### config.mk
export PLATFORM = sky130hd
export DESIGN_NAME = bp_gshare_predictor_flat
export DESIGN_NICKNAME = d
export VERILOG_FILES = /design/src/rtl/bp_gshare_predictor_pkg.sv /design/src/rtl/bp_gshare_predictor_if.sv /design/src/rtl/bp_gshare_predictor_pht_array.sv /design/src/rtl/bp_gshare_predictor.sv /design/src/flat_wrapper.sv
export SDC_FILE = /design/constraint.sdc
export NUM_CORES = 1
export LEC_CHECK = 0
export CAP_MARGIN = 20
export CORE_UTILIZATION = 40
export DETAILED_ROUTE_END_ITERATION = 10
export SYNTH_ARGS = -nofsm -noshare
export SYNTH_HDL_FRONTEND = slang
export SYNTH_SLANG_ARGS = --single-unit
### constraint.sdc
create_clock -name clk -period 35.5 [get_ports clk]
set_input_delay 8.875 -clock clk [delete_from_list [all_inputs] [get_ports clk]]
set_output_delay 8.875 -clock clk [all_outputs]
set_load 0.1 [all_outputs]
### src/rtl/bp_gshare_predictor_pkg.sv
// Shared branch-predictor types and helpers: the 2-bit saturating counter
// type, its increment/decrement functions and the predictor FSM states.
package cpu_modules;

    typedef logic [1:0] bp_cnt_t;

    // Weakly not-taken: the value every PHT entry holds after the init sweep.
    localparam bp_cnt_t BP_CNT_WNT = 2'b01;

    typedef enum logic {
        BP_INIT = 1'b0,
        BP_RUN  = 1'b1
    } bp_state_t;

    // Saturating increment toward strongly taken.
    function automatic bp_cnt_t pht_inc(bp_cnt_t cnt);
        return (cnt == 2'b11) ? cnt : cnt + 2'b01;
    endfunction

    // Saturating decrement toward strongly not-taken.
    function automatic bp_cnt_t pht_dec(bp_cnt_t cnt);
        return (cnt == 2'b00) ? cnt : cnt - 2'b01;
    endfunction

endpackage

### src/rtl/bp_gshare_predictor_if.sv
// Fetch/resolve interface of the gshare predictor.
//
// Handshake: a lookup transfers in any cycle where lookup_valid_i and
// lookup_ready_o are both high; the fetch side may drop or change its
// request freely while ready is low. The prediction comes back as a
// one-cycle pred_valid_o pulse with no back-pressure. Resolutions
// (upd_valid_i) are fire-and-forget and are never stalled.
interface bp_gshare_predictor_if #(
    parameter int XLEN  = 64,
    parameter int GHR_W = 8
);
    logic             lookup_valid_i;
    logic [XLEN-1:0]  lookup_pc_i;
    logic             lookup_ready_o;
    logic             pred_valid_o;
    logic             pred_taken_o;
    logic [GHR_W-1:0] pred_ghr_o;
    logic             upd_valid_i;
    logic [XLEN-1:0]  upd_pc_i;
    logic [GHR_W-1:0] upd_ghr_i;
    logic             upd_taken_i;
    logic             upd_mispredict_i;

    // Fetch/resolve side.
    modport master (
        output lookup_valid_i, lookup_pc_i,
        output upd_valid_i, upd_pc_i, upd_ghr_i, upd_taken_i, upd_mispredict_i,
        input  lookup_ready_o, pred_valid_o, pred_taken_o, pred_ghr_o
    );

    // Predictor side.
    modport slave (
        input  lookup_valid_i, lookup_pc_i,
        input  upd_valid_i, upd_pc_i, upd_ghr_i, upd_taken_i, upd_mispredict_i,
        output lookup_ready_o, pred_valid_o, pred_taken_o, pred_ghr_o
    );
endinterface

### src/rtl/bp_gshare_predictor_pht_array.sv
// Pattern history table storage: 2^IDX_W saturating counters with one
// registered read port and one read-modify-write port. The write port
// either loads the weakly-not-taken init value or trains the addressed
// counter up/down. Storage has no reset; the owner sweeps it after reset.
// Optional macro BP_BYPASS_EN: a read colliding with a same-cycle write
// returns the freshly written counter instead of the old one.
module bp_pht_array
    import cpu_modules::*;
#(
    parameter int IDX_W = 8
) (
    input  logic             clk,
    input  logic             rd_en,
    input  logic [IDX_W-1:0] rd_idx,
    output bp_cnt_t          rd_cnt,
    input  logic             wr_en,
    input  logic [IDX_W-1:0] wr_idx,
    input  logic             wr_init,
    input  logic             wr_taken
);

    bp_cnt_t mem [2**IDX_W];
    bp_cnt_t wr_cnt;
    bp_cnt_t rd_next;

    // New value for the write port: init constant or trained counter.
    always_comb begin
        if (wr_init) begin
            wr_cnt = BP_CNT_WNT;
        end else if (wr_taken) begin
            wr_cnt = pht_inc(mem[wr_idx]);
        end else begin
            wr_cnt = pht_dec(mem[wr_idx]);
        end
    end

    // Read data selection; the bypass forwards a colliding write.
    always_comb begin
        rd_next = mem[rd_idx];
`ifdef BP_BYPASS_EN
        if (wr_en && (wr_idx == rd_idx)) begin
            rd_next = wr_cnt;
        end
`endif
    end

    // Counter storage write.
    always_ff @(posedge clk) begin
        if (wr_en) begin
            mem[wr_idx] <= wr_cnt;
        end
    end

    // Registered read port, only updated on an accepted lookup.
    always_ff @(posedge clk) begin
        if (rd_en) begin
            rd_cnt <= rd_next;
        end
    end

endmodule

### src/rtl/bp_gshare_predictor.sv
// Gshare conditional-branch predictor. After reset an INIT sweep writes
// every PHT entry to weakly not-taken (one per cycle), then the block runs:
// lookups index the PHT with PC xor speculative global history and return a
// prediction one cycle later; resolutions train the PHT and, on mispredict,
// repair the history and flush the in-flight prediction.
// Optional macro BP_BYPASS_EN (in bp_pht_array): same-cycle update/lookup on
// one entry predicts from the updated counter.
module bp_gshare_predictor
    import cpu_modules::*;
#(
    parameter int PHT_IDX_W = 8,
    parameter int GHR_W     = 8,
    parameter int XLEN      = 64
) (
    input  logic                  clk,
    input  logic                  rst_n,
    bp_gshare_predictor_if.slave  bp,
    output bp_state_t             dbg_state_o
);

    bp_state_t              state;
    logic [PHT_IDX_W-1:0]   ptr;
    logic                   ready_q;
    logic                   pred_valid_q;
    logic [GHR_W-1:0]       pred_ghr_q;
    logic [GHR_W-1:0]       ghr;
    logic [GHR_W-1:0]       ghr_eff;
    logic [PHT_IDX_W-1:0]   idx;
    logic [PHT_IDX_W-1:0]   uidx;
    logic                   run;
    logic                   lookup_fire;
    logic                   upd_fire;
    logic                   repair;
    logic                   pred_taken;
    bp_cnt_t                rd_cnt;
    logic                   unused_pc_bits;

    assign run         = (state == BP_RUN);
    assign lookup_fire = bp.lookup_valid_i && ready_q;
    assign upd_fire    = bp.upd_valid_i && run;
    assign repair      = upd_fire && bp.upd_mispredict_i;

    // Read data is only meaningful while the prediction is valid; masking
    // keeps pred_taken_o at zero through reset without resetting storage.
    assign pred_taken = pred_valid_q & rd_cnt[1];

    // Fold the in-flight prediction into the history for back-to-back lookups.
    assign ghr_eff = pred_valid_q ? {ghr[GHR_W-2:0], pred_taken} : ghr;
    assign idx     = bp.lookup_pc_i[PHT_IDX_W+1:2] ^ PHT_IDX_W'(ghr_eff);
    assign uidx    = bp.upd_pc_i[PHT_IDX_W+1:2] ^ PHT_IDX_W'(bp.upd_ghr_i);

    // PC bits outside the index field do not take part in prediction.
    assign unused_pc_bits = ^{bp.lookup_pc_i[XLEN-1:PHT_IDX_W+2], bp.lookup_pc_i[1:0],
                              bp.upd_pc_i[XLEN-1:PHT_IDX_W+2], bp.upd_pc_i[1:0]};

    bp_pht_array #(
        .IDX_W (PHT_IDX_W)
    ) u_pht (
        .clk      (clk),
        .rd_en    (lookup_fire),
        .rd_idx   (idx),
        .rd_cnt   (rd_cnt),
        .wr_en    (!run || upd_fire),
        .wr_idx   (run ? uidx : ptr),
        .wr_init  (!run),
        .wr_taken (bp.upd_taken_i)
    );

    // Init sweep / run FSM with registered ready.
    always_ff @(posedge clk or negedge rst_n) begin
        if (!rst_n) begin
            state   <= BP_INIT;
            ptr     <= '0;
            ready_q <= 1'b0;
        end else begin
            case (state)
                BP_INIT: begin
                    ptr <= ptr + PHT_IDX_W'(1);
                    if (&ptr) begin
                        state   <= BP_RUN;
                        ready_q <= 1'b1;
                    end
                end
                BP_RUN: begin
                    ready_q <= 1'b1;
                end
                default: begin
                    state   <= BP_INIT;
                    ready_q <= 1'b0;
                end
            endcase
        end
    end

    // Prediction pulse and the history it was indexed with.
    always_ff @(posedge clk or negedge rst_n) begin
        if (!rst_n) begin
            pred_valid_q <= 1'b0;
            pred_ghr_q   <= '0;
        end else begin
            pred_valid_q <= lookup_fire && !repair;
            if (lookup_fire) begin
                pred_ghr_q <= ghr_eff;
            end
        end
    end

    // Speculative history: mispredict repair wins over committing a prediction.
    always_ff @(posedge clk or negedge rst_n) begin
        if (!rst_n) begin
            ghr <= '0;
        end else if (repair) begin
            ghr <= {bp.upd_ghr_i[GHR_W-2:0], bp.upd_taken_i};
        end else if (pred_valid_q) begin
            ghr <= {ghr[GHR_W-2:0], pred_taken};
        end
    end

    assign bp.lookup_ready_o = ready_q;
    assign bp.pred_valid_o   = pred_valid_q;
    assign bp.pred_taken_o   = pred_taken;
    assign bp.pred_ghr_o     = pred_ghr_q;
    assign dbg_state_o       = state;

endmodule

### src/flat_wrapper.sv
// flat-port wrapper written by rule: the top's interface ports become plain ports
module bp_gshare_predictor_flat import cpu_modules::*;
#(
    parameter int PHT_IDX_W = 8,
    parameter int GHR_W     = 8,
    parameter int XLEN      = 64
)
  (clk, rst_n, dbg_state_o, bp_lookup_valid_i, bp_lookup_pc_i, bp_upd_valid_i, bp_upd_pc_i, bp_upd_ghr_i, bp_upd_taken_i, bp_upd_mispredict_i, bp_lookup_ready_o, bp_pred_valid_o, bp_pred_taken_o, bp_pred_ghr_o);
  bp_gshare_predictor_if #(.XLEN(XLEN), .GHR_W(GHR_W)) bp_i ();
  input  logic clk;
  input  logic rst_n;
  output bp_state_t dbg_state_o;
  input wire logic [$bits(bp_i.lookup_valid_i)-1:0] bp_lookup_valid_i;
  input wire logic [$bits(bp_i.lookup_pc_i)-1:0] bp_lookup_pc_i;
  input wire logic [$bits(bp_i.upd_valid_i)-1:0] bp_upd_valid_i;
  input wire logic [$bits(bp_i.upd_pc_i)-1:0] bp_upd_pc_i;
  input wire logic [$bits(bp_i.upd_ghr_i)-1:0] bp_upd_ghr_i;
  input wire logic [$bits(bp_i.upd_taken_i)-1:0] bp_upd_taken_i;
  input wire logic [$bits(bp_i.upd_mispredict_i)-1:0] bp_upd_mispredict_i;
  output wire logic [$bits(bp_i.lookup_ready_o)-1:0] bp_lookup_ready_o;
  output wire logic [$bits(bp_i.pred_valid_o)-1:0] bp_pred_valid_o;
  output wire logic [$bits(bp_i.pred_taken_o)-1:0] bp_pred_taken_o;
  output wire logic [$bits(bp_i.pred_ghr_o)-1:0] bp_pred_ghr_o;
  assign bp_i.lookup_valid_i = bp_lookup_valid_i;
  assign bp_i.lookup_pc_i = bp_lookup_pc_i;
  assign bp_i.upd_valid_i = bp_upd_valid_i;
  assign bp_i.upd_pc_i = bp_upd_pc_i;
  assign bp_i.upd_ghr_i = bp_upd_ghr_i;
  assign bp_i.upd_taken_i = bp_upd_taken_i;
  assign bp_i.upd_mispredict_i = bp_upd_mispredict_i;
  assign bp_lookup_ready_o = bp_i.lookup_ready_o;
  assign bp_pred_valid_o = bp_i.pred_valid_o;
  assign bp_pred_taken_o = bp_i.pred_taken_o;
  assign bp_pred_ghr_o = bp_i.pred_ghr_o;
  bp_gshare_predictor #(.PHT_IDX_W(PHT_IDX_W), .GHR_W(GHR_W), .XLEN(XLEN)) u_core (.clk(clk), .rst_n(rst_n), .bp(bp_i), .dbg_state_o(dbg_state_o));
endmodule
==> metrics.log, run 1 <==
INFO  metric outcome = complete, no violations
INFO  metric p_switching = around 260 uW
INFO  metric dp.cells = about 2600
INFO  metric cts_setup_buffers = 0
INFO  metric worst_setup_path_start_kind = input port
INFO  metric rrSetupSlack = around 28000 ps
INFO  metric timing_hold_violations_final = 0
INFO  metric grt_setup_unrepaired = false
INFO  metric antenna_cells_inserted = 0
INFO  metric io_pins = about 150
INFO  metric fillerInstances = ~5500
INFO  metric finalClockSkew = around 31 ps
INFO  metric transition_time_at_the_pin_with_the_least_slew_margin = about 1100 ps
INFO  metric core_region_area = 0.0618 mm^2
INFO  metric irDropWorstVdd = about 32 uV
INFO  metric clock_tree_from_tritoncts = yes
INFO  metric cts.clk_slew.worst_paths = roughly 60 ps
INFO  metric ctsHtreeMaxLevel = 2
INFO  metric powerDensity = 46.2 mW/mm^2
INFO  metric share_of_the_yosys_chip_area_belonging_to_registers = 64.0%
INFO  metric dp_worst_setup_slack = between 15000 and 20000 ps
INFO  metric number_of_antenna_violations_at_the_first_check_in_global_routing = 1
INFO  metric layout.area.seq = between 0.015 and 0.02 mm^2
INFO  metric worst_r2r_start = u_core.dbg_state_o$_DFF_PN0_
INFO  metric fp-row-count = 91
INFO  metric die_h = between 200 and 300 um
INFO  metric worst_hold_launch = u_core.ptr[6]$_DFFE_PN0N_
INFO  metric layout.nets = about 2000
INFO  metric grt_remaining_overflow = 0
INFO  metric power.sequential.fraction = a little over half
INFO  metric detail_route.wirelength = ~76 mm
INFO  metric hold_path_depth = 1
INFO  metric clock_power_share = between 40% and 50%
INFO  metric critical_path.reg2reg.endpoint = u_core.u_pht.mem[108][1]$_DFFE_PP_
INFO  metric ctsHoldBuffers = 0
INFO  metric ys_seq_elements = 540
INFO  metric critical_path_arrival = roughly 15000 ps
INFO  metric layout_commonest_cell = edfxtp_1
INFO  metric multi_input_logic_area = 0.00847 mm^2
INFO  metric timing.final.crit_period = 15060 ps
INFO  metric fmax = about 0.066 GHz
INFO  metric postSynth.asyncResetShare = roughly 5.0%
INFO  metric grt_first_pass_wirelength = 111 mm
INFO  metric violation_count_after_the_first_detailed_route_iteration = about 2400
INFO  metric post_cts_resized = 0
INFO  metric post_layout_utilization_of_the_core = 46.0%
INFO  metric worst_setup_path_end_kind = register
INFO  metric final-instance-count-excl-fill = around 2700
INFO  metric groute.usage.overall = between 20% and 30%
INFO  metric setup_tns = 0 ps
INFO  metric route.detailed.wl_per_inst = roughly 28 um
INFO  metric dieArea = between 0.06 and 0.07 mm^2
INFO  metric number_of_detailed_route_iterations_in_the_first_pass = 6
INFO  metric layout_common_cells = edfxtp_1 (513), nor2_1 (306), nand2_1 (166), mux2i_1 (142), mux4_2 (91)
INFO  metric synth_edf_count = 513
INFO  metric power.leakage = about 9.4 nW
INFO  metric vias = between 15000 and 20000
INFO  metric drive_gt1_share = 13.4%
INFO  metric routability_congestion_estimate = 0.918
INFO  metric p_int = about 1.1 mW
INFO  metric final_critical_path_setup_slack = about 20000 ps
INFO  metric timing.hold.worst_endpoint = u_core.ptr[6]$_DFFE_PN0N_
INFO  metric timing.critical_path.fanout_max = 120
INFO  metric port_buffers = between 40 and 50
INFO  metric worst_r2r_path_depth = 15
INFO  metric critical_path_class = input port to register
INFO  metric postRouteAntennaNets = 0
INFO  metric cts_max_path_buffers = 3
INFO  metric die_x = approximately 250 um
INFO  metric drc = 0
INFO  metric area_delta_synth_final = 13.2%
INFO  metric slew_headroom = 25.8%
INFO  metric synth_ff_type = edfxtp_1
INFO  metric hpwlAfterDp = between 40 and 50 mm
INFO  metric maximum_number_of_pins_on_one_net_before_global_route_repair = between 100 and 150
INFO  metric synth_area_per_cell = about 14 um^2
INFO  metric post_synth_instance_area = between 0.02 and 0.03 mm^2
INFO  metric syn_nets = between 1500 and 2000
INFO  metric start_util = 40.6%
INFO  metric clk_root_buffer_cell = clkbuf_16
INFO  metric vias_per_instance = between 6 and 7
INFO  metric power.share.switching = 20.0%
INFO  metric synth_cell_type_count = between 50 and 60
INFO  metric maxCapViolCount = 0
INFO  metric final_max_slew_viol_count = 0
INFO  metric synth_warnings = 0
INFO  metric syn_inst = between 1500 and 2000
INFO  metric worst_skew_pair.late_latency = about 630 ps
INFO  metric cts-buffers-inserted = between 50 and 60
INFO  metric power.combinational.fraction = between 1.5 and 2%
INFO  metric final_min_period_over_clock_period = between 40 and 50%
INFO  metric grt_pass1_vias = ~17000
INFO  metric min-delay-path-class = register to register
INFO  metric finalSetupViolations = 0
INFO  metric clock_sink_count = 540
INFO  metric hold_ws = just over 500 ps
INFO  metric crit_required = about 36000 ps
-- state kept, by name, summed over array words and instances, names as in the netlist --
name / flops
u_core.u_pht.mem: 512
u_core.bp.pred_ghr_o: 8
u_core.ghr: 8
u_core.ptr: 8
u_core.bp.lookup_ready_o: 1
u_core.bp.pred_valid_o: 1
u_core.dbg_state_o: 1
u_core.u_pht.rd_cnt: 1
-- kinds of logic (layout without fill, tap and decap cells) --
group                    after synthesis  count (layout)  share of synthesized area [%]
AO/OA/AOI/OAI                        253             253                           6.82
multiplexers                         253             253                           15.7
flip-flops                           540             540                           64.0
buffers and inverters                151             229                           2.72
adder cells (fa/ha/maj)                1               1                         0.0498
AND/OR/NAND/NOR                      591             591                           9.73
XOR/XNOR                              24              24                          0.912
-- worst max-delay path, cell delays in order --
cell             delay (ps)
clkdlybuf4s50_1         590
xnor2_1                 120
buf_4                   200
a21oi_4                 160
buf_4                   600
buf_12                  620
mux2i_1                 170
mux2i_1                 320
o211ai_1                130
a2111oi_0               990
a311oi_1                110
a22oi_1                 270
nand2_1                 170
o22ai_4                 180
buf_4                   600
buf_4                   910
-- power by group through the flow --
stage / registers (mW) / clock network, mW / logic [mW]
after detailed placement: 0.700 / 0 / 0.0245
after global routing: 0.686 / 0.633 / 0.0257
after floorplan: 0.700 / 0 / 0.0124
after CTS: 0.687 / 0.609 / 0.0246
final: 0.687 / 0.602 / 0.0250
after global placement: 0.700 / 0 / 0.0246
-- cell usage after synthesis, drive strengths merged, types with 9 or more instances --
library cell	count	area (um^2)
a21o	9	67.6
o21ai	14	70.1
nand3	53	265
a211oi	76	581
a22oi	16	120
nor2	306	1150
a21oi	74	382
edfxtp	513	15400
clkbuf	74	282
buf	51	303
mux2i	142	1420
inv	26	97.6
nor2b	17	106
nand2	166	623
dfrtp	27	676
nand4	13	81.3
mux4	108	2500
o22ai	16	100
xnor2	22	211
nor3	14	70.1
-- metrics by stage --
step	instance area [um^2]	power (mW)
floorplan	25100	0.713
global placement	26500	0.725
detailed placement	26500	0.725
CTS	28400	1.32
global route	28400	1.34
finish	28400	1.31
-- area by class of cell --
| cell class | instances | area share [%] |
|---|---|---|
| inverter | 26 | 0.343 |
| tap | 837 | 3.68 |
| clock buffer | 72 | 5.29 |
| timing repair buffer | 99 | 3.06 |
| clock inverter | 32 | 1.24 |
| sequential | 540 | 56.6 |
| multi-input combinational | 1122 | 29.8 |
-- how the worst max path moves through the flow --
| stage | start | depth (start not counted) | to | slack (ps) |
|---|---|---|---|---|
| detailed placement | bp_upd_ghr_i[1] | 15 | u_core.u_pht.mem[173][1]$_DFFE_PP_ | 19870 |
| finish | bp_upd_ghr_i[0] | 16 | u_core.u_pht.mem[108][1]$_DFFE_PP_ | 20440 |
| global placement | bp_upd_ghr_i[1] | 15 | u_core.u_pht.mem[173][1]$_DFFE_PP_ | 19960 |
| global route | bp_upd_pc_i[3] | 15 | u_core.u_pht.mem[196][1]$_DFFE_PP_ | 20110 |
| floorplan | bp_upd_pc_i[3] | 10 | u_core.u_pht.mem[0][0]$_DFFE_PP_ | 15730 |
| CTS | bp_upd_ghr_i[1] | 15 | u_core.u_pht.mem[108][1]$_DFFE_PP_ | 20500 |
-- layer usage --
| layer | vias to the layer above | routed length [um] | track usage (%) |
|---|---|---|---|
| met4 | 2 | 3040 | 9.65 |
| met1 | 8374 | 30300 | 33.5 |
| met2 | 996 | 34300 | 36.8 |
| met3 | 176 | 7890 | 4.36 |
| li1 | 7031 | - | - |
| met5 | - | 13 | 0 |
Note: power is estimated with default switching activity, not from simulation.
==> run 2: changes to the inputs <==
==> constraint.sdc (replaced) <==
create_clock -name clk -period 15.8 [get_ports clk]
set_input_delay 3.95 -clock clk [delete_from_list [all_inputs] [get_ports clk]]
set_output_delay 3.95 -clock clk [all_outputs]
set_load 0.1 [all_outputs]
==> run 2 against run 1 <==
  * Clock power up 120%
  * Flip-flop and latch count unchanged
  * Combinational power up 120%
  * Worst setup slack worse by 15000 ps
  * Total power increased by 120%
  * Via count down 0.17%
  * Sequential share of layout area up 0.097 points
  * Critical path depth down 2
  * Cell count fell by 0.11%
  * Final area shrank 0.17%
  * Critical endpoint is now u_core.u_pht.mem[83][1]$_DFFE_PP_
  * Largest power group unchanged
==> metrics.log, run 2 (same netlist as run 1, synthesis figures left out) <==
INFO  metric cts.clk_slew.worst_paths = 60 ps (about the same)
INFO  metric hpwlAfterDp = 44.9 mm (-0.72%)
INFO  metric worst_skew_pair.late_latency = 620 ps (about the same)
INFO  metric fp-row-count = 91 (unchanged)
INFO  metric antenna_cells_inserted = 0 (unchanged)
INFO  metric critical_path_arrival = 10430 ps (-4880 ps)
INFO  metric worstPathCellList = clkdlybuf4s50_1, xnor2_1, a21o_4, buf_4, mux2i_1, o22ai_1, a2111oi_0, a311oi_1, a22oi_1, nand2_1, o22ai_4, buf_12, buf_4, buf_4
INFO  metric min-delay-path-class = register to register
INFO  metric vias_per_instance = 6.07 (about the same)
INFO  metric grt_setup_unrepaired = false
INFO  metric post-layout-total-power = 2.91 mW (+120%)
INFO  metric cts_setup_buffers = 0 (unchanged)
INFO  metric largest_reg_flops = 512 (unchanged)
INFO  metric clk_root_buffer_cell = clkbuf_16
INFO  metric wl_met1 = 29.9 mm (-1.2%)
INFO  metric routed-wl-met3 = 7.24 mm (-8.3%)
INFO  metric maxCapViolCount = 0 (unchanged)
INFO  metric number_of_detailed_route_iterations_in_the_first_pass = 7 (+1)
INFO  metric dp.cells = 2620 (-0.11%)
INFO  metric max_flop_register = u_core.u_pht.mem
INFO  metric grt_remaining_overflow = 0 (unchanged)
INFO  metric transition_time_at_the_pin_with_the_least_slew_margin = 1190 ps (+107 ps)
INFO  metric setup_tns = 0 ps (unchanged)
INFO  metric die_x = 253 um (unchanged)
INFO  metric layout_common_cells = edfxtp_1 (513), nor2_1 (306), nand2_1 (166), mux2i_1 (142), mux4_2 (91)
INFO  metric irDropWorstVdd = 86.3 uV (+170%)
INFO  metric drive_gt1_share = 13.2% (-0.19 points)
INFO  metric path_common_cell = buf_4
INFO  metric critical_path_class = input port to register
INFO  metric worst_setup_path_start_kind = input port
INFO  metric wl_met2 = 34.7 mm (+1.1%)
INFO  metric worst_setup_path_end_kind = register
INFO  metric slew_headroom = 18.4% (-7.3 points)
INFO  metric rrSetupSlack = 8500 ps (-19670 ps)
INFO  metric route.detailed.wl_per_inst = 27.5 um (-0.77%)
INFO  metric grt_first_pass_wirelength = 110 mm (-0.42%)
INFO  metric critical_path.max_stage_delay = 1020 ps (+30 ps)
INFO  metric timing_hold_violations_final = 0 (unchanged)
INFO  metric outcome = complete, no violations
INFO  metric timing.final.crit_period = slightly above 10000 ps
INFO  metric final_min_period_over_clock_period = between 60% and 70%
INFO  metric groute.usage.overall = 23.7% (-0.24 points)
INFO  metric area_delta_synth_final = 13.0%
INFO  metric final_max_slew_viol_count = 0 (unchanged)
INFO  metric finalSetupViolations = 0 (unchanged)
INFO  metric detail_route.wirelength = 74.9 mm (-0.88%)
INFO  metric cts-buffers-inserted = 56 (unchanged)
INFO  metric clock_sink_count = 540 (unchanged)
INFO  metric start_util = 40.6% (unchanged)
INFO  metric final-instance-count-excl-fill = 2725 (-0.11%)
INFO  metric vias = 16600 (-0.17%)
INFO  metric dr.max_layer_used = met4
INFO  metric critical-path-slowest-cell = a2111oi_0
INFO  metric power.leakage = 9.36 nW (-0.44%)
INFO  metric port_buffers = 41 (unchanged)
INFO  metric postRouteAntennaNets = 0 (unchanged)
INFO  metric dieArea = 0.0638 mm^2 (unchanged)
INFO  metric violation_count_after_the_first_detailed_route_iteration = 2098 (-11%)
INFO  metric maximum_number_of_pins_on_one_net_before_global_route_repair = 105 (-13%)
INFO  metric post_cts_resized = 0 (unchanged)
INFO  metric final_area = 0.0284 mm^2 (-0.17%)
INFO  metric core_region_area = 0.0618 mm^2 (unchanged)
INFO  metric post_layout_utilization_of_the_core = 45.9% (-0.079 points)
INFO  metric layout_commonest_cell = edfxtp_1
INFO  metric ctsHtreeMaxLevel = 2 (unchanged)
INFO  metric finalClockSkew = 19.0 ps (-11.9 ps)
INFO  metric cts_max_path_buffers = 3 (unchanged)
INFO  metric crit_required = 16110 ps (-19640 ps)
INFO  metric ctsHoldBuffers = 0 (unchanged)
INFO  metric io_pins = 154 (unchanged)
INFO  metric clock_tree_from_tritoncts = yes
INFO  metric number_of_antenna_violations_at_the_first_check_in_global_routing = 0 (-1)
INFO  metric powerDensity = 103 mW/mm^2 (+120%)
INFO  metric timing.critical_path.fanout_max = 82 (-32%)
INFO  metric postPlaceCellArea = 0.0265 mm^2 (about the same)
INFO  metric fmax = a little under 0.1 GHz
INFO  metric drc = 0 (unchanged)
INFO  metric layout.nets = 1985 (-0.15%)
INFO  metric die_h = 253 um (unchanged)
INFO  metric grt_pass1_vias = 16700 (+1.4%)
INFO  metric routability_congestion_estimate = 0.879 (-4.3%)
-- run 2: cell count changes in the layout (fill, tap and decap cells not counted), sizes merged --
| cell | change |
|---|---|
| clkinvlp | +1 |
| buf | -3 |
| clkbuf | -2 |
| bufinv | -2 |
| inv | -1 |
| clkinv | +4 |
-- run 2: final cells by class --
class,count,area (um^2)
Clock inverter,34,320
Fill cell,5484,33500
Sequential cell,540,16100
Timing Repair Buffer,96,861
Tap cell,837,1050
Clock buffer,70,1500
Multi-Input combinational cell,1122,8470
Inverter,26,97.6
-- run 2: power breakdown --
group	switching [mW]	total [mW]	internal, mW
Sequential	0	1.54	1.54
Clock	0.548	1.31	0.766
Combinational	0.0348	0.0562	0.0214
-- run 2: stage by stage --
| stage | setup WS, ps | hold slack (ps) |
|---|---|---|
| global placement | 4850 | 483 |
| finish | 5680 | 497 |
| detailed placement | 4720 | 486 |
| CTS | 5350 | 495 |
| global route | 5340 | 525 |
| floorplan | 953 | 461 |
-- run 2: worst paths after layout --
kind | start | end | cells after the start
setup / recovery | bp_upd_ghr_i[1] | u_core.u_pht.mem[83][1]$_DFFE_PP_ | 14
hold / removal | u_core.ptr[7]$_DFFE_PN0N_ | u_core.ptr[7]$_DFFE_PN0N_ | 1
setup reg to reg | u_core.dbg_state_o$_DFF_PN0_ | u_core.u_pht.mem[83][1]$_DFFE_PP_ | 16
hold reg to reg | u_core.ptr[7]$_DFFE_PN0N_ | u_core.ptr[7]$_DFFE_PN0N_ | 1
max in group asynchronous | rst_n | u_core.dbg_state_o$_DFF_PN0_ | 2
min in group asynchronous | rst_n | u_core.ptr[2]$_DFFE_PN0N_ | 2
-- run 2: metal layers --
layer  up-vias  GRT usage, %
li1       7028             -
met1      8412          32.4
met2       933          37.2
met3       177          4.13
met4         0          10.2
met5         -             0
-- run 2: critical path: cells and delay by family --
kind            cells  cell delay, ps
simple gates        1             160
mux                 1             380
buf+inv             5            2850
xor+xnor            1             430
compound gates      6            2480
